===== src/rtl/product_accumulator_pkg.sv =====
// Shared types and default constants for the product accumulator (mac_pkg).
// Optional build macro SATURATE_EN selects clamping instead of wrap-around.
package mac_pkg;

    typedef enum logic {
        ACCUM = 1'b0,
        HOLD  = 1'b1
    } state_t;

    localparam int DEF_PROD_W = 16;
    localparam int DEF_ACC_W  = 24;
    localparam int DEF_COUNT  = 8;
    localparam int CNT_W      = 8;

endpackage


===== src/rtl/product_accumulator_if.sv =====
// Product-in / frame-sum-out handshake bundle for product_accumulator.
// The master side feeds products and consumes sums; the slave side is the block.
interface product_accumulator_if #(
    parameter int PROD_W = mac_pkg::DEF_PROD_W,
    parameter int ACC_W  = mac_pkg::DEF_ACC_W
) ();
    import mac_pkg::*;

    logic              in_valid;
    logic              in_ready;
    logic [PROD_W-1:0] in_prod;
    logic              in_last;

    logic              out_valid;
    logic              out_ready;
    logic [ACC_W-1:0]  out_sum;
    logic [CNT_W-1:0]  out_count;
    logic              out_ovf;

    modport master (
        output in_valid, in_prod, in_last, out_ready,
        input  in_ready, out_valid, out_sum, out_count, out_ovf
    );

    modport slave (
        input  in_valid, in_prod, in_last, out_ready,
        output in_ready, out_valid, out_sum, out_count, out_ovf
    );

endinterface


===== src/rtl/product_accumulator_acc_add.sv =====
// Accumulator adder: ACC_W sum of the running total and a zero-extended product,
// with carry out. Under SATURATE_EN a carry clamps the sum to all ones.
module acc_add #(
    parameter int PROD_W = mac_pkg::DEF_PROD_W,
    parameter int ACC_W  = mac_pkg::DEF_ACC_W
) (
    input  logic [ACC_W-1:0]  i_acc,
    input  logic [PROD_W-1:0] i_prod,
    output logic [ACC_W-1:0]  o_sum,
    output logic              o_carry
);
    import mac_pkg::*;

    logic [ACC_W:0] w_full;

    assign w_full  = {1'b0, i_acc} + (ACC_W+1)'(i_prod);
    assign o_carry = w_full[ACC_W];

`ifdef SATURATE_EN
    // A clamped total plus any nonzero product carries again, so it stays clamped.
    assign o_sum = o_carry ? '1 : w_full[ACC_W-1:0];
`else
    assign o_sum = w_full[ACC_W-1:0];
`endif

endmodule


===== src/rtl/product_accumulator.sv =====
// Sums a stream of products into frames closed by in_last or COUNT beats and
// presents each frame sum on a registered handshake. Build macro: SATURATE_EN.
module product_accumulator #(
    parameter int PROD_W = mac_pkg::DEF_PROD_W,
    parameter int ACC_W  = mac_pkg::DEF_ACC_W,
    parameter int COUNT  = mac_pkg::DEF_COUNT
) (
    input logic clk,
    input logic rst,
    product_accumulator_if.slave bus
);
    import mac_pkg::*;

    localparam logic [CNT_W:0] COUNT_L = (CNT_W+1)'(COUNT);

    state_t             r_state;
    logic [ACC_W-1:0]   r_acc;
    logic [CNT_W-1:0]   r_cnt;
    logic               r_ovf_acc;
    logic               r_out_valid;
    logic [ACC_W-1:0]   r_out_sum;
    logic [CNT_W-1:0]   r_out_count;
    logic               r_out_ovf;

    logic [ACC_W-1:0]   w_sum;
    logic               w_carry;
    logic [CNT_W:0]     w_cnt_nxt;
    logic               w_close;

    acc_add #(
        .PROD_W (PROD_W),
        .ACC_W  (ACC_W)
    ) u_add (
        .i_acc   (r_acc),
        .i_prod  (bus.in_prod),
        .o_sum   (w_sum),
        .o_carry (w_carry)
    );

    assign w_cnt_nxt = {1'b0, r_cnt} + {{CNT_W{1'b0}}, 1'b1};
    // Either closing condition ends the same single frame.
    assign w_close   = bus.in_last | (w_cnt_nxt == COUNT_L);

    always_ff @(posedge clk or posedge rst) begin
        if (rst) begin
            r_state     <= ACCUM;
            r_acc       <= '0;
            r_cnt       <= '0;
            r_ovf_acc   <= 1'b0;
            r_out_valid <= 1'b0;
            r_out_sum   <= '0;
            r_out_count <= '0;
            r_out_ovf   <= 1'b0;
        end else begin
            case (r_state)
                ACCUM: begin
                    if (bus.in_valid) begin
                        if (w_close) begin
                            r_out_sum   <= w_sum;
                            r_out_count <= w_cnt_nxt[CNT_W-1:0];
                            r_out_ovf   <= r_ovf_acc | w_carry;
                            r_out_valid <= 1'b1;
                            r_state     <= HOLD;
                            r_acc       <= '0;
                            r_cnt       <= '0;
                            r_ovf_acc   <= 1'b0;
                        end else begin
                            r_acc       <= w_sum;
                            r_cnt       <= w_cnt_nxt[CNT_W-1:0];
                            r_ovf_acc   <= r_ovf_acc | w_carry;
                        end
                    end
                end
                HOLD: begin
                    if (bus.out_ready) begin
                        r_out_valid <= 1'b0;
                        r_state     <= ACCUM;
                    end
                end
                default: begin
                    r_out_valid <= 1'b0;
                    r_state     <= ACCUM;
                end
            endcase
        end
    end

    assign bus.in_ready  = !r_out_valid;
    assign bus.out_valid = r_out_valid;
    assign bus.out_sum   = r_out_sum;
    assign bus.out_count = r_out_count;
    assign bus.out_ovf   = r_out_ovf;

endmodule


===== src/flat_wrapper.sv =====
// flat-port wrapper written by rule: the top's interface ports become plain ports
module product_accumulator_flat import mac_pkg::*;
#(
    parameter int PROD_W = mac_pkg::DEF_PROD_W,
    parameter int ACC_W  = mac_pkg::DEF_ACC_W,
    parameter int COUNT  = mac_pkg::DEF_COUNT
)
  (clk, rst, bus_in_valid, bus_in_prod, bus_in_last, bus_out_ready, bus_in_ready, bus_out_valid, bus_out_sum, bus_out_count, bus_out_ovf);
  product_accumulator_if #(.PROD_W(PROD_W), .ACC_W(ACC_W)) bus_i ();
  input logic clk;
  input logic rst;
  input wire logic [$bits(bus_i.in_valid)-1:0] bus_in_valid;
  input wire logic [$bits(bus_i.in_prod)-1:0] bus_in_prod;
  input wire logic [$bits(bus_i.in_last)-1:0] bus_in_last;
  input wire logic [$bits(bus_i.out_ready)-1:0] bus_out_ready;
  output wire logic [$bits(bus_i.in_ready)-1:0] bus_in_ready;
  output wire logic [$bits(bus_i.out_valid)-1:0] bus_out_valid;
  output wire logic [$bits(bus_i.out_sum)-1:0] bus_out_sum;
  output wire logic [$bits(bus_i.out_count)-1:0] bus_out_count;
  output wire logic [$bits(bus_i.out_ovf)-1:0] bus_out_ovf;
  assign bus_i.in_valid = bus_in_valid;
  assign bus_i.in_prod = bus_in_prod;
  assign bus_i.in_last = bus_in_last;
  assign bus_i.out_ready = bus_out_ready;
  assign bus_in_ready = bus_i.in_ready;
  assign bus_out_valid = bus_i.out_valid;
  assign bus_out_sum = bus_i.out_sum;
  assign bus_out_count = bus_i.out_count;
  assign bus_out_ovf = bus_i.out_ovf;
  product_accumulator #(.PROD_W(PROD_W), .ACC_W(ACC_W), .COUNT(COUNT)) u_core (.clk(clk), .rst(rst), .bus(bus_i));
endmodule

===== config.mk =====
export PLATFORM = sky130hd
export DESIGN_NAME = product_accumulator_flat
export DESIGN_NICKNAME = d
export VERILOG_FILES = /design/src/rtl/product_accumulator_pkg.sv /design/src/rtl/product_accumulator_if.sv /design/src/rtl/product_accumulator_acc_add.sv /design/src/rtl/product_accumulator.sv /design/src/flat_wrapper.sv
export SDC_FILE = /design/constraint.sdc
export NUM_CORES = 1
export LEC_CHECK = 0
export CAP_MARGIN = 10
export CORE_MARGIN = 1.5
export CORE_UTILIZATION = 45
export DETAILED_ROUTE_END_ITERATION = 10
export GPL_TIMING_DRIVEN = 0
export PLACE_DENSITY = 0.68
export SLEW_MARGIN = 0
export SYNTH_ARGS = -nofsm -noshare
export SYNTH_HDL_FRONTEND = slang
export SYNTH_SLANG_ARGS = --single-unit

===== constraint.sdc =====
create_clock -name clk -period 2.9 [get_ports clk]
set_input_delay 0.725 -clock clk [delete_from_list [all_inputs] [get_ports clk]]
set_output_delay 0.725 -clock clk [all_outputs]
set_load 0.005 [all_outputs]

======== Word level (Yosys, flattened, before mapping) ========
Cells that the tools add are included.
storage, ports and cells
  ROM bits ................................ 0
  bits of input ports ..................... 21
  bits in registers ....................... 68
  bits in latches ......................... 0
  output and inout bits ................... 35
  word-level logic and storage cells ...... 32
  memory bits (writable) .................. 0
  memories ................................ 0
cells by class
  divide/modulo/power cells ............... 0
  order comparisons ....................... 0
  mux-type cells .......................... 11
  bitwise operators ....................... 3
  $mul .................................... 0
  add/sub/neg operators ................... 2
  reductions and logical operators ........ 4
  eq/ne operators ......................... 4
  shifts and indexed selects .............. 0
operators with widths
  operator                                                               number
  24-bit by 16-bit adder with 25-bit output                              1
  24-bit 2-to-1 mux                                                      1
  8-bit by 1-bit adder with 9-bit output, second input constant          1
  9-bit by 4-bit equality test with 1-bit output, second input constant  1
  8-bit 2-to-1 mux                                                       1
  1-bit 2-to-1 mux                                                       7
  3-bit AND reduction                                                    2
  2-bit != test, second input constant                                   2
  1-bit one-hot mux with 2 select lines                                  2
  2-bit by 1-bit != test with 1-bit output, second input constant        1
  1-bit bitwise OR                                                       2
  2-bit AND reduction                                                    1
  1-bit logical NOT                                                      1
  1-bit inverter                                                         1

======== Longest topological paths before layout ========
  word-level depth ........................ 6
  gate-level depth with buffers ........... 9
  mapped depth without buffers ............ 8

======== By module ========
From an unflattened synthesis, not the netlist that was laid out.
second synthesis, totals
  cells, all modules ...................... 349
  area total of the unflattened synthesis .. 3839.9 um^2
by module, submodules not included
  module               cells an instance  seq. area each (um^2)  times used  area an instance (um^2)
  product_accumulator  218                1701.6                 1           2864.0
  acc_add              131                0.0                    1           975.9

======== Least setup slack after synthesis ========
Ideal clock, no wire load.
  path type ............................... input to register
  from .................................... input port bus_in_prod[2]
  to ...................................... register u_core.r_out_sum[19] (netlist: u_core.bus.out_sum[19])
  cell stages on the path ................. 7
  data required time ...................... 2776 ps
  library setup time ...................... 124 ps
  setup slack ............................. 263 ps
  arrival time ............................ 2513 ps
  cells stage by stage .................... ha_1 o21a_1 a2111oi_4 o31ai_2 a221oi_4 nor4b_1 a211o_1
between the ends
  longest elaborated chain between the ends .. 1
RTL lines
  item                                       RTL line                           text
  start, declared                            flat_wrapper.sv:13                 input wire logic [$bits(bus_i.in_prod)-1:0] bus_in_prod;
  24-bit by 16-bit adder with 25-bit output  product_accumulator_acc_add.sv:16  assign w_full = {1'b0, i_acc} + (ACC_W+1)'(i_prod);
  end signal, assigned                       product_accumulator.sv:59          r_out_sum <= w_sum;
  end, declared                              product_accumulator.sv:21          logic [ACC_W-1:0] r_out_sum;
Every way passes these cells.
A chain may end at the register's enable or synchronous reset.

======== Final worst setup path ========
  from .................................... input port bus_in_prod[2]
  to ...................................... register u_core.r_acc[19]
between the ends
  longest elaborated chain between the ends .. 2
RTL lines
  item                                       RTL line                           text
  24-bit by 16-bit adder with 25-bit output  product_accumulator_acc_add.sv:16
  24-bit 2-to-1 mux                          product_accumulator.sv:58          if (w_close) begin
  end signal, assigned                       product_accumulator.sv:68          r_acc <= w_sum;
  end, declared                              product_accumulator.sv:17          logic [ACC_W-1:0] r_acc;
Every way passes these cells.

==> flow_metrics.tcl <==
set metrics [dict create \
    power.net_switching_mw 1.613 \
    hold_depth 2 \
    p_clk_frac 0.189 \
    hp-class "reg2reg" \
    cp_cell_sequence "clkdlybuf4s50_1 > ha_4 > o21a_1 > a2111oi_4 > buf_4 > o31ai_4 > a221oi_4 > buf_6 > or4b_1 > nand3_1" \
    grt_max_degree 69 \
    synth_edf_count 0 \
    grtUsageTotal 0.2413 \
    die_w_um 98.06 \
    vias_per_cell 5.911 \
    grt_remaining_overflow 0 \
    finalHoldViolCount 0 \
    port_buffers 55 \
    drive_gt1_frac 0.1452 \
    worstPathArrival_ns 3.11 \
    antenna_found_initial 0 \
    cp.depth 10 \
    grt_pass1_vias 3661 \
    avgSynthCellArea_um2 9.822 \
    intPower_mw 2.698 \
    nNetsFinal 524 \
    crit_type "in2reg" \
    drc 0 \
    rrSetupSlack_ns 0.17 \
    drtPass1Iterations 4 \
    r2r_cells 8 \
    synth_seq_cells 68 \
    wire_per_inst_um 18.36 \
    power_density_nw_per_um2 839.7 \
    clkTransAtPathRegs_ns 0.08 \
    p_leak_nw 2.194 \
    endpoint "u_core.r_acc[19]$_DFFE_PP0P_" \
    ir_drop_mv 0.4427 \
    drt_first_iter_violations 212 \
    crit_required_ns 3.19 \
    cap_violations 0 \
    vias 3529 \
    hpwl_mm 7.504 \
    timing.fmax_ghz 0.3538 \
    clk-insertion-delay-late_ns 0.36 \
    io_pins 56 \
    ys.flop_type "dfrtp_1" \
    slew_violations 0 \
    r2r-start "u_core.r_cnt[0]$_DFFE_PP0P_" \
    critical_path_buf_inv_count 3 \
    slowest_delay_ns 0.46 \
    finalCriticalPeriod_ns 2.826 \
    layout_common_cells "dfrtp_1, clkdlybuf4s50_1, nand2_1" \
    worstSetupEndpointType "register" \
    pwr-share-seq 0.330 \
    ff_latch_area_um2 1702 \
    critPathLaunchType "primary input" \
    slew-limit-headroom 0.4522 \
    place_inst 577 \
    diodes 0 \
    outcome "complete, no violations" \
    yosysWarnings 0 \
    p_comb_frac 0.481 \
    syn_nets 454 \
    r2r-end "u_core.bus.out_sum[16]$_DFFE_PP0P_" \
    slowest_stage "clkdlybuf4s50_1" \
    setup_viol_count_final 0 \
    cts_tree "built" \
    ant_nets 0 \
    num_rows 34 \
    tns_ns 0 \
    die_y_um 98.06 \
    drt-total-wl_mm 10.96 \
    path_max_fanout 8 \
    numClockSinks 68 \
    holdBufCountCts 0 \
    stdcell_count 597 \
    yosysUniqueCellTypes 62 \
    core_um2 8721 \
    switching_share 0.3742 \
    synthArstFlopShare 1.000 \
    cts_inserted_buffers 9 \
    root_buffer "clkbuf_8" \
    n_fill_cell 781 \
    whs_ns 0.4952 \
    synthCells 414 \
    ys_seq_area_frac 0.4185 \
    areaGrowthSynthToFinish_pct 26.25 \
    final.setup_skew_ns 0.01231 \
    rsz0062_at_grt "false" \
    multi_input_area_um2 2320 \
    cts-htree-levels 3 \
    netlist_area_um2 4066 \
    period_share 0.9746 \
    fp.dieArea_um2 9616 \
    final_common_cell "dfrtp_1" \
    tightest_slew_ns 0.8217 \
    gp_congestion 0.9073 \
    clockBufferDepth 2 \
    crit_start "bus_in_prod[2]" \
    start_util 0.4663 \
    grt_pass1_wl_mm 18.37 \
    crit_family "buffers and inverters" \
]
-- state kept, by name (all words and copies together) (netlist names) --
name                  cells
u_core.r_acc             24
u_core.r_state            1
u_core.r_ovf_acc          1
u_core.bus.out_ovf        1
u_core.bus.out_count      8
u_core.bus.out_valid      1
u_core.r_cnt              8
u_core.bus.out_sum       24
-- how the worst min path moves through the flow --
stage	startpoint	endpoint	slack (ns)
after floorplan	u_core.r_acc[14]$_DFFE_PP0P_	u_core.r_acc[14]$_DFFE_PP0P_	0.45
after global placement	u_core.r_acc[14]$_DFFE_PP0P_	u_core.r_acc[14]$_DFFE_PP0P_	0.46
after detailed placement	u_core.r_acc[0]$_DFFE_PP0P_	u_core.r_acc[0]$_DFFE_PP0P_	0.48
after CTS	u_core.r_acc[14]$_DFFE_PP0P_	u_core.r_acc[14]$_DFFE_PP0P_	0.50
after global routing	u_core.bus.out_sum[19]$_DFFE_PP0P_	u_core.bus.out_sum[19]$_DFFE_PP0P_	0.53
final	u_core.r_acc[14]$_DFFE_PP0P_	u_core.r_acc[14]$_DFFE_PP0P_	0.50
-- worst register-to-register path: cells and delay by family, from the launching register on --
family,cells,cell delay [ns]
flops,1,0.47
compound gates,3,0.77
buf+inv,1,0.30
fa+ha+maj,1,0.22
simple gates,3,0.86
-- cells in the mapped netlist, drive strengths merged (2+ instances only) --
cell / count / area share
o221ai: 2 / 0.0043
a211o: 2 / 0.0043
xor2: 3 / 0.0065
nor4b: 3 / 0.0065
clkbuf: 15 / 0.014
a31oi: 11 / 0.017
ha: 18 / 0.055
nand2: 39 / 0.036
nor3b: 2 / 0.0037
a21boi: 2 / 0.0037
a211oi: 2 / 0.0037
o2111ai: 8 / 0.017
a221oi: 2 / 0.0086
o21ai: 38 / 0.047
nor3: 6 / 0.0086
buf: 10 / 0.020
o31ai: 12 / 0.023
mux2: 11 / 0.040
nand4: 3 / 0.0046
nor2b: 3 / 0.0046
or3: 2 / 0.0031
o41ai: 2 / 0.0043
xnor2: 16 / 0.034
dfrtp: 68 / 0.42
a22o: 11 / 0.024
a21oi: 25 / 0.031
o211ai: 2 / 0.0037
nand3: 13 / 0.016
a21o: 9 / 0.017
and2: 5 / 0.0083
o21a: 7 / 0.013
or4b: 2 / 0.0049
inv: 9 / 0.0083
nor2: 20 / 0.019
and3: 12 / 0.018
a41oi: 2 / 0.0043
-- final cells by class --
type / instances / area share
inverters: 9 / 0.007068
plain buffers: 22 / 0.02608
multi-input cells: 312 / 0.4519
clock inverters: 7 / 0.01462
repair buffers: 62 / 0.1184
clock buffers: 9 / 0.02413
well taps: 108 / 0.02632
flip-flops and latches: 68 / 0.3315
-- logic make-up after synthesis --
family | Yosys count | share of synthesized area
AO/OA/AOI/OAI | 148 | 0.2548
AND/OR/NAND/NOR | 114 | 0.1409
flip-flops | 68 | 0.4185
buffers and inverters | 34 | 0.04246
XOR/XNOR | 19 | 0.04092
adder cells (fa/ha/maj) | 19 | 0.06031
multiplexers | 12 | 0.04215
-- metrics by stage --
| stage | power, mW | area (µm²) | util | setup slack [ns] |
|---|---|---|---|---|
| detailed placement | 3.293 | 4755 | 0.5452 | -0.5190 |
| global route | 4.591 | 5134 | 0.5887 | 0.002723 |
| CTS | 4.172 | 5010 | 0.5745 | 0.003344 |
| finish | 4.311 | 5134 | 0.5887 | 0.07372 |
| global placement | 3.243 | 4752 | 0.5449 | -0.8360 |
| floorplan | 2.599 | 4066 | - | 0.2631 |
-- power by group through the flow --
stage | clock network [mW] | registers (mW) | logic, mW
global route | 0.861 | 1.46 | 2.27
global placement | 0 | 1.41 | 1.83
finish | 0.816 | 1.42 | 2.07
CTS | 0.816 | 1.41 | 1.95
detailed placement | 0 | 1.42 | 1.87
floorplan | 0 | 1.40 | 1.20
-- per-layer routing --
layer	wire (µm)	track usage	up-vias	share of wire
met5	0	0	-	0
met4	213	0.09670	0	0.019
met3	587	0.03293	21	0.054
met2	5113	0.3883	101	0.47
met1	5046	0.3291	1715	0.46
li1	-	-	1692	-
-- timing repair --
item,in CTS,in global routing
endpoints found under the setup margin,11,21
buffers inserted,5,2
pin swaps,6,8
resized for setup,8,24
gates cloned,0,0
endpoints found under the hold margin,0,0
Power figures use the tool's default switching activity.
